`config.mk`:
```
export PLATFORM = sky130hd
export DESIGN_NAME = memory_requester
export DESIGN_NICKNAME = d
export VERILOG_FILES = /design/src/rtl/memory_requester_pkg.sv /design/src/rtl/memory_watchdog.sv /design/src/rtl/memory_requester.sv
export SDC_FILE = /design/constraint.sdc
export NUM_CORES = 1
export LEC_CHECK = 0
export CAP_MARGIN = 20
export CORE_MARGIN = 2
export CORE_UTILIZATION = 35
export DETAILED_ROUTE_END_ITERATION = 10
export PLACE_DENSITY = 0.58
export SLEW_MARGIN = 20
export SYNTH_ARGS = -nofsm -noshare
export SYNTH_HDL_FRONTEND = slang
export SYNTH_HIERARCHICAL = 1
export SYNTH_SLANG_ARGS = --single-unit
```
`constraint.sdc`:
```
create_clock -name clock -period 2.85 [get_ports clock]
set_input_delay 0.7125 -clock clock [delete_from_list [all_inputs] [get_ports clock]]
set_output_delay 0.7125 -clock clock [all_outputs]
set_load 0.02 [all_outputs]
```
`src/rtl/memory_requester_pkg.sv`:
```
// Shared defaults and FSM encoding for the memory requester and its watchdog.
package memory_requester_pkg;

    localparam int ADDRESS_WIDTH_DEF  = 10;
    localparam int DATA_WIDTH_DEF     = 16;
    localparam int TIMEOUT_CYCLES_DEF = 16;
    localparam int ERROR_COUNT_WIDTH  = 10;

    typedef enum logic [2:0] {
        ST_IDLE      = 3'd0,
        ST_ARM       = 3'd1,
        ST_WAIT_HIGH = 3'd2,
        ST_CAPTURE   = 3'd3,
        ST_GAP       = 3'd4,
        ST_DONE      = 3'd5
    } state_e;

    // The controller must see unlock drop for one cycle (GAP) to restart its sequence.
    function automatic logic drives_unlock(input state_e st);
        return (st == ST_ARM) || (st == ST_WAIT_HIGH) || (st == ST_CAPTURE);
    endfunction

endpackage

```
`src/rtl/memory_watchdog.sv`:
```
// Handshake phase timer: down-counter reloaded on every FSM state entry,
// flags expiry once the current phase has lasted TIMEOUT_CYCLES cycles.
module memory_watchdog #(
    parameter int TIMEOUT_CYCLES = 16
) (
    input  logic clk_i,
    input  logic rst_i,
    input  logic restart_i,
    output logic expired_o
);

    localparam int CW = $clog2(TIMEOUT_CYCLES + 1);
    localparam logic [CW-1:0] LOAD = CW'(TIMEOUT_CYCLES - 1);

    logic [CW-1:0] count_q, count_d;

    always_comb begin
        count_d = count_q;
        if (restart_i) begin
            count_d = LOAD;
        end else if (count_q != '0) begin
            count_d = count_q - 1'b1;
        end
    end

    always_ff @(posedge clk_i or posedge rst_i) begin
        if (rst_i) begin
            count_q <= LOAD;
        end else begin
            count_q <= count_d;
        end
    end

    assign expired_o = (count_q == '0);

endmodule

```
`src/rtl/memory_requester.sv`:
```
// Burst write/read-back requester driving memory_control through an unlock/ready handshake.
//   state     | meaning
//   IDLE      | waiting for start; burst parameters latched on accept
//   ARM       | unlock high, waiting to observe ready low
//   WAIT_HIGH | unlock high, waiting for ready to rise
//   CAPTURE   | read-back sampled and compared against the written word
//   GAP       | unlock low for one cycle, advance to next word
//   DONE      | burst finished; done pulses on the following cycle
module memory_requester
    import memory_requester_pkg::*;
#(
    parameter int ADDRESS_WIDTH  = ADDRESS_WIDTH_DEF,
    parameter int DATA_WIDTH     = DATA_WIDTH_DEF,
    parameter int TIMEOUT_CYCLES = TIMEOUT_CYCLES_DEF
) (
    input  logic                         clock,
    input  logic                         reset,
    input  logic                         start,
    input  logic [ADDRESS_WIDTH-1:0]     base_address,
    input  logic [ADDRESS_WIDTH-1:0]     word_count,
    input  logic [DATA_WIDTH-1:0]        seed,
    input  logic                         ready,
    input  logic [DATA_WIDTH-1:0]        buffer,
    output logic                         unlock,
    output logic [ADDRESS_WIDTH-1:0]     address,
    output logic [DATA_WIDTH-1:0]        data,
    output logic                         busy,
    output logic                         done,
    output logic [ERROR_COUNT_WIDTH-1:0] error_count,
    output logic                         timeout,
    output logic [DATA_WIDTH-1:0]        last_readback
);

    state_e                         state_q, state_d;
    logic [ADDRESS_WIDTH-1:0]       address_q, address_d;
    logic [ADDRESS_WIDTH-1:0]       count_q, count_d;
    logic [ADDRESS_WIDTH-1:0]       index_q, index_d;
    logic [DATA_WIDTH-1:0]          data_q, data_d;
    logic [DATA_WIDTH-1:0]          readback_q, readback_d;
    logic [ERROR_COUNT_WIDTH-1:0]   errors_q, errors_d;
    logic                           timeout_q, timeout_d;
    logic                           done_q, done_d;
    logic                           phase_restart;
    logic                           phase_expired;

    memory_watchdog #(
        .TIMEOUT_CYCLES (TIMEOUT_CYCLES)
    ) u_watchdog (
        .clk_i     (clock),
        .rst_i     (reset),
        .restart_i (phase_restart),
        .expired_o (phase_expired)
    );

    always_comb begin
        state_d    = state_q;
        address_d  = address_q;
        count_d    = count_q;
        index_d    = index_q;
        data_d     = data_q;
        readback_d = readback_q;
        errors_d   = errors_q;
        timeout_d  = timeout_q;
        done_d     = 1'b0;

        case (state_q)
            ST_IDLE: begin
                // done_q marks the cycle a burst just ended; a start there is dropped
                if (start && !done_q) begin
                    address_d = base_address;
                    data_d    = seed;
                    count_d   = word_count;
                    index_d   = '0;
                    errors_d  = '0;
                    timeout_d = 1'b0;
                    state_d   = (word_count == '0) ? ST_DONE : ST_ARM;
                end
            end
            ST_ARM: begin
                if (!ready) begin
                    state_d = ST_WAIT_HIGH;
                end else if (phase_expired) begin
                    timeout_d = 1'b1;
                    state_d   = ST_DONE;
                end
            end
            ST_WAIT_HIGH: begin
                if (ready) begin
                    state_d = ST_CAPTURE;
                end else if (phase_expired) begin
                    timeout_d = 1'b1;
                    state_d   = ST_DONE;
                end
            end
            ST_CAPTURE: begin
                readback_d = buffer;
                if ((buffer != data_q) && (errors_q != '1)) begin
                    errors_d = errors_q + 1'b1;
                end
                state_d = ST_GAP;
            end
            ST_GAP: begin
                index_d   = index_q + 1'b1;
                address_d = address_q + 1'b1;
                data_d    = data_q + 1'b1;
                state_d   = (index_d == count_q) ? ST_DONE : ST_ARM;
            end
            ST_DONE: begin
                done_d  = 1'b1;
                state_d = ST_IDLE;
            end
            default: state_d = ST_IDLE;
        endcase
    end

    assign phase_restart = (state_d != state_q);

    always_ff @(posedge clock or posedge reset) begin
        if (reset) begin
            state_q    <= ST_IDLE;
            address_q  <= '0;
            count_q    <= '0;
            index_q    <= '0;
            data_q     <= '0;
            readback_q <= '0;
            errors_q   <= '0;
            timeout_q  <= 1'b0;
            done_q     <= 1'b0;
        end else begin
            state_q    <= state_d;
            address_q  <= address_d;
            count_q    <= count_d;
            index_q    <= index_d;
            data_q     <= data_d;
            readback_q <= readback_d;
            errors_q   <= errors_d;
            timeout_q  <= timeout_d;
            done_q     <= done_d;
        end
    end

    assign unlock        = drives_unlock(state_q);
    assign busy          = (state_q != ST_IDLE);
    assign done          = done_q;
    assign address       = address_q;
    assign data          = data_q;
    assign error_count   = errors_q;
    assign timeout       = timeout_q;
    assign last_readback = readback_q;

endmodule

```
Word level (Yosys, flattened, before mapping)
Index checks and enable logic that the tools add are counted.
{ "classes": {"n_mux": 23, "n_reduce_logical": 18, "n_eq_ne": 13, "n_addsub": 5} }
{ "op_table": {"columns": ["cell", "n"], "rows": [
  ["10-bit one-hot mux with 2 select lines", 3],
  ["16-bit one-hot mux with 2 select lines", 1],
  ["10-bit by 1-bit adder with 10-bit output (second input constant)", 3],
  ["10-bit two-way mux", 3],
  ["3-bit two-way mux", 6],
  ["16-bit by 1-bit adder with 16-bit output (second input constant)", 1],
  ["16-bit two-way mux", 1],
  ["16-bit inequality test", 1],
  ["3-bit one-hot mux with 5 select lines", 1],
  ["10-bit == test", 1],
  ["10-bit zero test", 1],
  ["5-bit two-way mux", 2],
  ["10-bit inequality test (second input constant)", 1],
  ["2-bit inequality test (second input constant)", 4],
  ["3-bit by 2-bit == test with 1-bit output (second input constant)", 2],
  ["3-bit == test (second input constant)", 2],
  ["2-bit nonzero test", 3],
  ["3-bit nonzero test", 2],
  ["5-bit zero test", 1],
  ["1-bit two-way mux", 5],
  ["5-bit nonzero test", 1],
  ["5-bit by 1-bit subtractor with 5-bit output (second input constant)", 1],
  ["2-bit AND reduction", 2],
  ["4-bit AND reduction", 1],
  ["other kinds (8)", 10]
]} }
{ "word_totals": {"output_inout_bits": 56, "ff_bits": 82, "in_bits": 56, "elab_cells": 69} }

Longest topological paths before layout
Gate-level depths: netlist of run 1.
{ "depth": {"ltp_word": 6, "depth_mapped": 10, "ltp_nobuf": 10} }

Hierarchy
The synthesis of run 1 kept the hierarchy.
{ "modules_own_cells": {"columns": ["mod", "instances", "cells_per_inst", "seq_area_each_um2", "area_each_um2"], "rows": [
  ["memory_requester", 1, 445, 1926.8, 4189.0],
  ["memory_watchdog", 1, 26, 130.1, 285.3]
]} }

Least setup slack after synthesis of run 1
Ideal clock, no wire load.
{ "synth_timing": {"path_kind": "register -> register", "startpoint": "register state_q[0]", "endpoint": "register u_watchdog.count_q[4]", "stages_incl_launch_ff": 9, "period_less_slack_ns": 2.155, "setup_slack_ns": 0.695, "arrival_ns": 2.027, "path_cell_list": "dfrtp_1 > or3_1 > nor3b_1 > buf_2 > buf_2 > o22ai_1 > o211ai_1 > inv_1 > o311a_2"} }
{ "synth_via": {"elab_chain_cells": 5, "word_cells_on_any_way": 13, "classes_between": "5 x eq/ne; 6 x mux; 2 x reduce/logical"} }
{ "synth_rtl": {"columns": ["item", "line_no", "text"], "rows": [
  ["start: declaration", "memory_requester.sv:34", "state_e state_q, state_d;"],
  ["start signal: assignment", "memory_requester.sv:130", "state_q <= state_d;"],
  ["3-bit two-way mux", "memory_requester.sv:82, memory_requester.sv:90", null],
  ["3-bit two-way mux (on tied branches)", "memory_requester.sv:88, memory_requester.sv:80", null],
  ["3-bit one-hot mux with 5 select lines", "memory_requester.sv:66", "case (state_q)"],
  ["3-bit inequality test (*)", "memory_requester.sv:116", "assign phase_restart = (state_d != state_q);"],
  ["net phase_restart", "memory_requester.sv:43", "logic phase_restart;"],
  ["5-bit two-way mux or 2-bit nonzero test (tied branches)", null, null],
  ["end signal: assignment", "memory_watchdog.sv:30", "count_q <= count_d;"],
  ["end: declaration", "memory_watchdog.sv:15", "logic [CW-1:0] count_q, count_d;"]
]} }
Mark *: on every way through the listed nets, which the timed path passes. The rest lies on a longest branch.
A chain may end at the register's enable or synchronous reset.

Worst setup path after layout of run 1
{ "layout_timing": {"startpoint": "register state_q[0]", "endpoint": "output port busy"} }
{ "layout_via": {"elab_chain_cells": 1} }
{ "layout_rtl": {"columns": ["item", "line_no", "text"], "rows": [
  ["3-bit nonzero test", "memory_requester.sv:143", "assign busy = (state_q != ST_IDLE);"],
  ["end: declaration", "memory_requester.sv:27", "output logic busy,"]
]} }
Every way passes these cells.

==> run metrics, run 1 <==
dpl hpwl 8780 um; wire length on met3 roughly 670 um; Hold Path Sink count_q[2]; Resize count post-CTS 0; Peak VDD IR around 490 uV; vias per inst around 5.2; initial antenna violation count 0; top-count cell post-synth dfrtp_1; number of synthesis warnings 6; TritonCTS Buffers 9; cell taking the most area after synthesis dfrtp_1; Top Metal Used met4; Iteration-0 DRC Markers 211; Power Dens Cells between 900 and 1000 mW/mm^2; Sink Count between 80 and 90; fmax about 0.4 GHz; Port Buffers between 100 and 150; detailed-route wire length per cell 15.9 um; total track usage 0.180; Worst Tran Pin Value slightly above 0.5 ns; hold wc startpoint count_q[2]; DRT Pass-1 Iters 4; fin. max-slew vios 0; syn nets 532; synth top area cells dfrtp_1 44%, nand2_1 5.4%, xnor2_1 5.1%; Post-Synth Adder-Cell Area 0.0140; Slew HR 0.660; multiplexer share of the synthesized area 0.0696; Post-Syn Area around 0.0045 mm^2; CP Launch Type register; period utilization 0.903; Slowest cell on crit path clkdlybuf4s50_1; Post-synth top flop dfrtp_1; Post-Synth XOR/XNOR Area 0.0568; post-layout min period 2.57 ns; drt total wl 12000 um; chip height 117 um; first-pass GRT wire length roughly 19000 um; LEAKAGE between 2 and 2.5 nW; n_diodes 0; Syn Area/Cell 9.50 um^2; htree depth 3; complex-gate fraction of the synthesized area 0.135; initial core utilization 0.356; top cells by count, synth 78 x dfrtp_1, 64 x nand2_1, 46 x nor2_1; Area Overhead vs Synth 34.8%; sequential area share after synthesis 0.460; Worst Path Max Fanout 12; Final Hold Violating Endpoints 0; Final ANT Viol Nets 0; Worst R2R Setup Slack between 0.5 and 0.6 ns; TritonCTS clock tree done; Reg2Reg Capture Point u_watchdog/count_q[4]; post-synthesis simple-gate area fraction 0.224; row count between 40 and 50; vias in the first global route between 3000 and 4000; Post-synth EDFFs 0; largest net degree at the start of global routing 55; die area approximately 0.014 mm^2; # DRC 0; setup violators final 0; R2R Path Start state_q[0]; Total Nets Final 640; Crit path required time 2.14 ns; Ports ~110; CP endpoint kind output port; WHS Path Cells 2; CP Class register to output port; global route total overflow 0; worst-case reg-to-reg path depth 7; Data arrival, critical path roughly 1.9 ns; hold_buf cts 0; top cell type's share of synthesized area 0.436; crit-path cells or3_1 > clkdlybuf4s50_1; setup tns final 0 ns; RSZ-0062 raised after global routing no; Worst path max stage delay 0.56 ns; Worst-Skew Late Latency between 0.3 and 0.4 ns; Hold Slack between 0.4 and 0.5 ns; Netlist cell types 54; Die X between 100 and 150 um; GPL Wtd Cong approximately 0.85; status complete, no violations; via count around 4000; post-CTS setup buffers 0; Max Cap Viol 0; Seq cells post-synth 82; Metal-1 WL approximately 5600 um; routed wl met2 ~5500 um; post-synthesis cell count approximately 470; Hold Path Class register to register; Clock Tree Buf Depth 2; largest family of logic cells by synthesized area simple AND/OR/NAND/NOR gates; share of cells above drive strength 1 0.0945; core area around 0.013 mm^2; root buffer cell clkbuf_16; asr flop ratio synth 1.00; Clock Skew between 0.006 and 0.007 ns; Reg clk slew, reported paths 0.06 ns
[metal layers]
layer	global-route usage	vias up
li1	-	1920
met1	0.242	1916
met2	0.292	101
met3	0.0345	14
met4	0.0643	0
met5	0	-
[cell type report]
class | count | area [um^2]
sequential | 82 | 2060
fill | 1163 | 6540
multi-input combinational | 350 | 2240
clock inverter | 3 | 17.5
tap | 172 | 215
inverter | 15 | 57.6
clock buffer | 11 | 243
timing repair buffer | 121 | 1200
[logic make-up after synthesis]
| kind of cell | count (synthesis) |
|---|---|
| AO/OA/AOI/OAI | 87 |
| XOR/XNOR | 29 |
| adder cells (fa/ha/maj) | 5 |
| buffers and inverters | 39 |
| flip-flops | 82 |
| multiplexers | 29 |
| AND/OR/NAND/NOR | 200 |
[registers in the layout (all words and copies together) (netlist names)]
register and flops:
done 1, last_readback 16, state_q 3, index_q 10
timeout 1, address 10, count_q 10, error_count 10
u_watchdog/count_q 5, data 16
[stage by stage]
step	utilization	total power, mW	cells	area, um^2	setup slack, ns
2_1_floorplan	-	3.75	471	4470	0.171
3_3_place_gp	0.459	4.85	740	5770	0.257
3_5_place_dp	0.459	4.91	740	5770	0.230
4_1_cts	0.480	5.97	754	6030	0.267
5_1_grt	0.480	6.34	754	6030	0.216
6_report	0.480	5.92	754	6030	0.277
[critical path: cells and delay by family, from the launching register on]
kind          cells  cell delay, ns
simple gates      1            0.47
flops             1            0.50
buf+inv           1            0.56
[layout by cell type (no fill, tap or decap), types with 9 or more instances in the layout]
cell | synthesis | final
a311oi_1 | 9 | 9
o21ai_0 | 21 | 21
inv_1 | 15 | 14
nand2_1 | 64 | 64
dfrtp_1 | 78 | 78
xnor2_1 | 26 | 26
nand4_1 | 12 | 12
clkbuf_16 | 0 | 9
mux2_2 | 17 | 17
a211oi_1 | 12 | 12
nor2_1 | 46 | 46
nand3_1 | 14 | 14
buf_4 | 0 | 9
mux2i_1 | 12 | 12
nor3_1 | 17 | 17
clkdlybuf4s50_1 | 0 | 111
[worst max-delay path by stage]
| stage | start | to | slack [ns] | cells after the start |
|---|---|---|---|---|
| 2_1_floorplan | reset | address[0] | 0.17 | 1 |
| 6_report | state_q[0] | busy | 0.28 | 2 |
| 4_1_cts | state_q[0] | busy | 0.27 | 2 |
| 5_1_grt | state_q[0] | busy | 0.22 | 2 |
| 3_5_place_dp | word_count[5] | u_watchdog/count_q[4] | 0.23 | 7 |
| 3_3_place_gp | word_count[5] | u_watchdog/count_q[4] | 0.26 | 7 |
[where the power goes]
group	internal (mW)	switching, mW	total, mW
logic	1.34	1.40	2.74
clock network	0.601	0.445	1.05
registers	1.60	0.537	2.14
Power figures use the tool's default switching activity.
==> inputs of run 2 (changes only) <==
ABC_AREA = 1   (was not set)
==> run metrics, run 2 <==
status complete, no violations; initial antenna violation count 0 (unchanged); setup violators final 0 (unchanged); LEAKAGE 2.85 nW (+19%); hold_buf cts 0 (unchanged); CP bufs+invs 1 (unchanged); Worst Path Max Fanout 6 (-6); M3 GR Usage 0.0323 (-0.00218); fin. max-slew vios 0 (unchanged); largest net degree at the start of global routing 35 (-36%); period utilization 0.805 (-0.0983); worst-case reg-to-reg path depth 13 (+6); syn nets 695 (+31%); RSZ-0062 raised after global routing no; vias in the first global route 4637 (+22%); initial core utilization 0.357 (+0.00124); Post-synth EDFFs 0 (unchanged); Syn Area/Cell 7.43 um^2 (-22%); CP Class register to output port; top-count cell post-synth nand2_1; met2 Use GR 0.314 (+0.0211); dpl hpwl 9650 um (+9.9%); htree depth 3 (unchanged); most common cell after layout, fill and taps aside nand2_1; top cells by count, synth 198 x nand2_1, 78 x dfrtp_1, 61 x nor2_1; most frequent cells in the layout 198 x nand2_1, 111 x clkdlybuf4s50_1, 78 x dfrtp_1, 61 x nor2_1, 57 x inv_1; Sink Count 82 (unchanged); die area 0.0144 mm^2 (+5.1%); Max Cap Viol 0 (unchanged); Power Total 6.20 mW (+4.8%); Crit path required time 2.14 ns (about the same); post-CTS setup buffers 0 (unchanged); met1 Use GR 0.254 (+0.0120); Peak VDD IR 615 uV (+26%); TritonCTS clock tree done; Final ANT Viol Nets 0 (unchanged); CP Launch Type register; Total Nets Final 807 (+26%); WHS Path Cells 2 (unchanged); Hold Path Sink last_readback[10]; Worst path max stage delay 0.61 ns (+0.05 ns); Reg2Reg Capture Point u_watchdog/count_q[4]; layer with the highest usage met2; critical path's top delay family buffers and inverters; Hold Path Class register to register; Clock Skew 0.00308 ns (-0.00384 ns); Power Dens Cells 986 mW/mm^2 (+0.43%); R2R Path Start u_watchdog/count_q[0]; root buffer cell clkbuf_16; via count 4634 (+17%); synth top area cells dfrtp_1 41%, nand2_1 16%, nand3_1 5.0%; Post-Syn Area 0.00471 mm^2 (+5.3%); CP endpoint kind output port; detailed-route wire length per cell 14.3 um (-10%); total track usage 0.191 (+0.0107); share of cells above drive strength 1 0.0599 (-0.0346); post-layout min period 2.29 ns (-0.280 ns); Final Hold Violating Endpoints 0 (unchanged); DRT Pass-1 Iters 5 (+1); # DRC 0 (unchanged); first-pass GRT wire length 22000 um (+15%); Seq cells post-synth 82 (unchanged); Port Buffers 111 (unchanged); Data arrival, critical path 1.58 ns (-0.28 ns); chip height 120 um (+2.5%); post-synthesis cell count 634 (+35%); hold wc startpoint last_readback[10]; Reg clk slew, reported paths 0.06 ns (about the same); vias per inst 5.00 (-4.6%); TritonCTS Buffers 9 (unchanged); Post-synth top flop dfrtp_1; Ports 112 (unchanged); Worst Tran Pin Value 0.549 ns (+0.0419 ns); sequential area share after synthesis 0.437 (-0.0232); number of synthesis warnings 6 (unchanged); n_diodes 0 (unchanged); fmax 0.436 GHz (+12%); top cell type's share of synthesized area 0.414 (-0.0220); GPL Wtd Cong 0.870 (+2.3%); cell taking the most area after synthesis dfrtp_1; Worst R2R Setup Slack 0.70 ns (+0.16 ns); Iteration-0 DRC Markers 340 (+61%); Netlist cell types 38 (-30%); drt total wl 13200 um (+10%); global route total overflow 0 (unchanged); crit-path cells nor2_4 > nor2_1 > clkdlybuf4s50_1; Slowest cell on crit path clkdlybuf4s50_1; core area 0.0132 mm^2 (+4.9%); Resize count post-CTS 0 (unchanged); Worst-Skew Late Latency 0.34 ns (about the same); Slew HR 0.633 (-0.0269); asr flop ratio synth 1.00 (unchanged); Die X 120 um (+2.5%); Area Overhead vs Synth 33.5%; row count 42 (+2.4%); setup tns final 0 ns (unchanged); Clock Tree Buf Depth 2 (unchanged)
[run 2: cell families (layout without fill, tap and decap cells)]
kind of cell / count (synthesis) / in the layout / synth area share
AOI/OAI and AO/OA: 84 / 84 / 0.101
and+or+nand+nor: 354 / 354 / 0.324
adders and majority gates: 5 / 5 / 0.0133
DFF: 82 / 82 / 0.437
xor gates and xnor gates: 27 / 27 / 0.0502
buffers and inverters: 82 / 199 / 0.0746
[run 2: worst max-delay path by stage]
stage               startpoint  depth (start not counted)               endpoint  slack [ns]
floorplan                reset                          1             address[0]        0.17
global placement     buffer[0]                         10         error_count[9]        0.53
detailed placement       start                         10  u_watchdog/count_q[4]        0.48
CTS                 state_q[1]                          3                 unlock        0.55
global route        state_q[1]                          3                 unlock        0.47
finish              state_q[1]                          3                 unlock        0.56
[run 2: routing by layer]
| layer | up-vias | wire length, um |
|---|---|---|
| met2 | 138 | 6170 |
| met1 | 2164 | 6150 |
| met4 | 0 | 240 |
| met5 | - | 0 |
| li1 | 2312 | - |
| met3 | 20 | 662 |
[run 2: report_power, final]
part / internal, mW / total [mW] / switching [mW]
clock network: 0.660 / 1.11 / 0.451
logic: 1.22 / 2.98 / 1.75
registers: 1.60 / 2.12 / 0.513
[run 2: metrics by stage]
stage / hold slack [ns] / util / area (um^2) / setup WS [ns] / cells
2_1_floorplan: 0.462 / - / 4710 / 0.171 / 634
3_3_place_gp: 0.453 / 0.456 / 6010 / 0.526 / 911
3_5_place_dp: 0.457 / 0.456 / 6010 / 0.479 / 911
4_1_cts: 0.473 / 0.477 / 6290 / 0.546 / 927
5_1_grt: 0.507 / 0.477 / 6290 / 0.474 / 927
6_report: 0.468 / 0.477 / 6290 / 0.557 / 927
[run 2: final cells by class]
type / instances / area [um^2]
flip-flops and latches: 82 / 2060
clock buffers: 14 / 274
clock inverters: 2 / 10.0
repair buffers: 119 / 1180
multi-input cells: 470 / 2300
well taps: 176 / 220
inverters: 64 / 244
fillers: 1309 / 6900
[run 2: tightest hold or removal path, stage by stage, from the launching register on]
cell and delay (ns):
dfrtp_1 0.34, nand2_1 0.05, nand2_1 0.05
==> RTL change (flow settings as in run 2) <==
`ADDRESS_WIDTH_DEF`: 10 -> 9.
--- a/src/rtl/memory_requester_pkg.sv
+++ b/src/rtl/memory_requester_pkg.sv
@@ -2,5 +2,5 @@
 package memory_requester_pkg;
 
-    localparam int ADDRESS_WIDTH_DEF  = 10;
+    localparam int ADDRESS_WIDTH_DEF  = 9;
     localparam int DATA_WIDTH_DEF     = 16;
     localparam int TIMEOUT_CYCLES_DEF = 16;
Ports: changed (resized address, base_address and word_count); port bits go from 112 to 109. No check against the original RTL was run, so the function may have changed too.
==> RTL change against run 2 <==
- area after synthesis shrank 4.2%
- final area shrank 4.0%
- largest power group unchanged
- utilization grew 0.18 points
- highest routed layer unchanged
- total power shrank 6.8%
- wire length shrank 3.5%
- worst setup slack lost 0.088 ns
- first-iteration DRC count shrank 19%
- sequential cell count shrank 3
- critical path depth grew 11
==> RTL change: results (changes against run 2) <==
Synth
  – Xor and xnor area share after synthesis: 4.66% (-0.36 points)
  – Net count after synthesis: 667 (-4.0%)
  – Count of different cell masters after synthesis: 39 (+2.6%)
  – Area fraction in compound gates after synthesis: 9.46% (-0.69 points)
  – Sequential fraction of the synthesis area: 43.9% (+0.27 points)
  – Adder-cell share of the synthesized area: 1.39% (+0.059 points)
  – Yosys warnings: 6 (unchanged)
  – Mux contribution to synthesized area: 0% (unchanged)
  – Commonest register cell after synthesis: dfrtp_1
  – Synth area leaders: dfrtp_1 (42%), nand2_1 (16%), nand3_1 (6.4%)
  – Synth cell count leaders: nand2_1 (194), dfrtp_1 (75), nand3_1 (58)
  – Async set or reset register ratio after synthesis: 100% (unchanged)

Clock tree
  – Deepest clock path buffer count: 2 (unchanged)
  – Latest clock arrival within the worst-skew pair: 0.35 ns
  – Clock Root Buffer: clkbuf_16
  – Reg clk slew, reported paths: 0.06 ns (about the same)
  – Total CTS buffers: 9 (unchanged)
  – # Post-CTS Setup Buffers: 0 (unchanged)
  – Htree depth: 3 (unchanged)
  – Resize count post-CTS: 0 (unchanged)

Power and ir drop
  – LEAKAGE: 2.68 nW (-5.8%)
  – Max VDD drop: 0.262 mV (-57%)
  – P_sw: 2.48 mW (-8.6%)

Hold path
  – Hold Path Class: register to register
  – Hold Crit Start: last_readback[0]

Setup path
  – CP max FO: 5 (-1)
  – Worst reg2reg path startpoint: u_watchdog/count_q[0]
  – Critical path class: register to register
  – Cell family with most CP delay: simple AND/OR/NAND/NOR gates
  – Max stage delay on crit path: 0.53 ns (-0.08 ns)
  – Crit path DAT: 2.65 ns (+1.07 ns)
  – CP max stage cell: dfstp_2

Placement
  – DP HPWL: 9510 um (-1.5%)
  – PortBufs: 108 (-2.7%)
  – Dpl ws: 0.275 ns (-0.204 ns)
  – GP Congestion: 0.847 (-2.6%)

Global routing
  – Total Routing Usage GR: 19.1% (-0.052 points)
  – Initial antenna violation count: 0 (unchanged)
  – First-pass GRT wire length: 21400 um (-2.9%)
  – Vias in the first global route: 4335 (-6.5%)
  – Largest net degree at the start of global routing: 31 (-11%)

STA
  – Worst-margin pin slew: 0.543 ns (-0.00646 ns)
  – Final Slew Violations: 0 (unchanged)
  – Layout Skew: 0.00580 ns (+0.00272 ns)

Finish
  – N_diodes: 0 (unchanged)
  – Layout cell share with drive strength beyond 1: 6.09% (+0.094 points)
  – Layout Nets: 777 (-3.7%)

Route
  – Via Count: 4469 (-3.6%)
  – DR pass1 iterations: 4 (-1)
  – WL final: 12800 um (-3.5%)
  – Iteration-0 DRC Markers: 276 (-19%)

Outcome
  – Status: completed
[RTL change: cell count changes in the layout (fill, tap and decap cells not counted), moves of 6 or more]
| cell | delta |
|---|---|
| o21ai_0 | -9 |
| nor2_1 | -7 |
| xor2_1 | -15 |
| inv_1 | -6 |
| nand3_1 | +11 |
| a21oi_1 | -9 |
| o22ai_1 | -7 |
| xnor2_1 | +12 |
[RTL change: worst reg2reg max path, delay by kind of cell, from the launching register on]
family / cells / cell delay (ns)
flops: 1 / 0.53
buf+inv: 3 / 0.27
compound gates: 3 / 0.38
fa+ha+maj: 1 / 0.26
simple gates: 7 / 0.87
[RTL change: cells by family (layout without fill, tap and decap cells)]
logic type	Yosys count	in the layout
XOR/XNOR	24	24
AND/OR/NAND/NOR	351	351
adder cells (fa/ha/maj)	5	5
buffers and inverters	78	193
flip-flops	79	79
AO/OA/AOI/OAI	71	71
[RTL change: per-stage QoR]
step	cell area, sq um	instances
after floorplan	4510	608
after global placement	5790	879
after detailed placement	5790	879
after CTS	6040	895
after global routing	6040	895
final	6040	895
[RTL change: power groups by stage]
stage                     combinational [mW]  clock, mW  sequential [mW]
after global placement                  2.70          0             2.02
after CTS                               2.76       1.07             2.01
final                                   2.73       1.03             2.02
after global routing                    3.01       1.10             2.09
after detailed placement                2.75          0             2.03
after floorplan                         1.34          0             2.27
[RTL change: metal layers]
| metal | up-vias | part of all wire [%] | GRT usage, % |
|---|---|---|---|
| met5 | - | 0 | 0 |
| met4 | 0 | 1.5 | 6.85 |
| met3 | 16 | 6.0 | 3.83 |
| met2 | 123 | 47 | 31.4 |
| met1 | 2114 | 46 | 24.9 |
| li1 | 2216 | - | - |
[RTL change: path summary, 6_finish.rpt]
kind / end / slack (ns) / cells after the start
max: u_watchdog/count_q[4] / 0.47 / 14
min: last_readback[0] / 0.47 / 2
max reg2reg: u_watchdog/count_q[4] / 0.47 / 14
min reg2reg: last_readback[0] / 0.47 / 2
max in group asynchronous: last_readback[2] / 1.45 / 3
min in group asynchronous: u_watchdog/count_q[4] / 0.62 / 2
[RTL change: final cells by class]
type                       instances  area (sq um)
fill                            1289          6580
inverter                          60           225
timing repair buffer             117          1160
clock buffer                      14           244
clock inverter                     2          10.0
sequential                        79          1980
multi-input combinational        451          2210
tap                              172           215
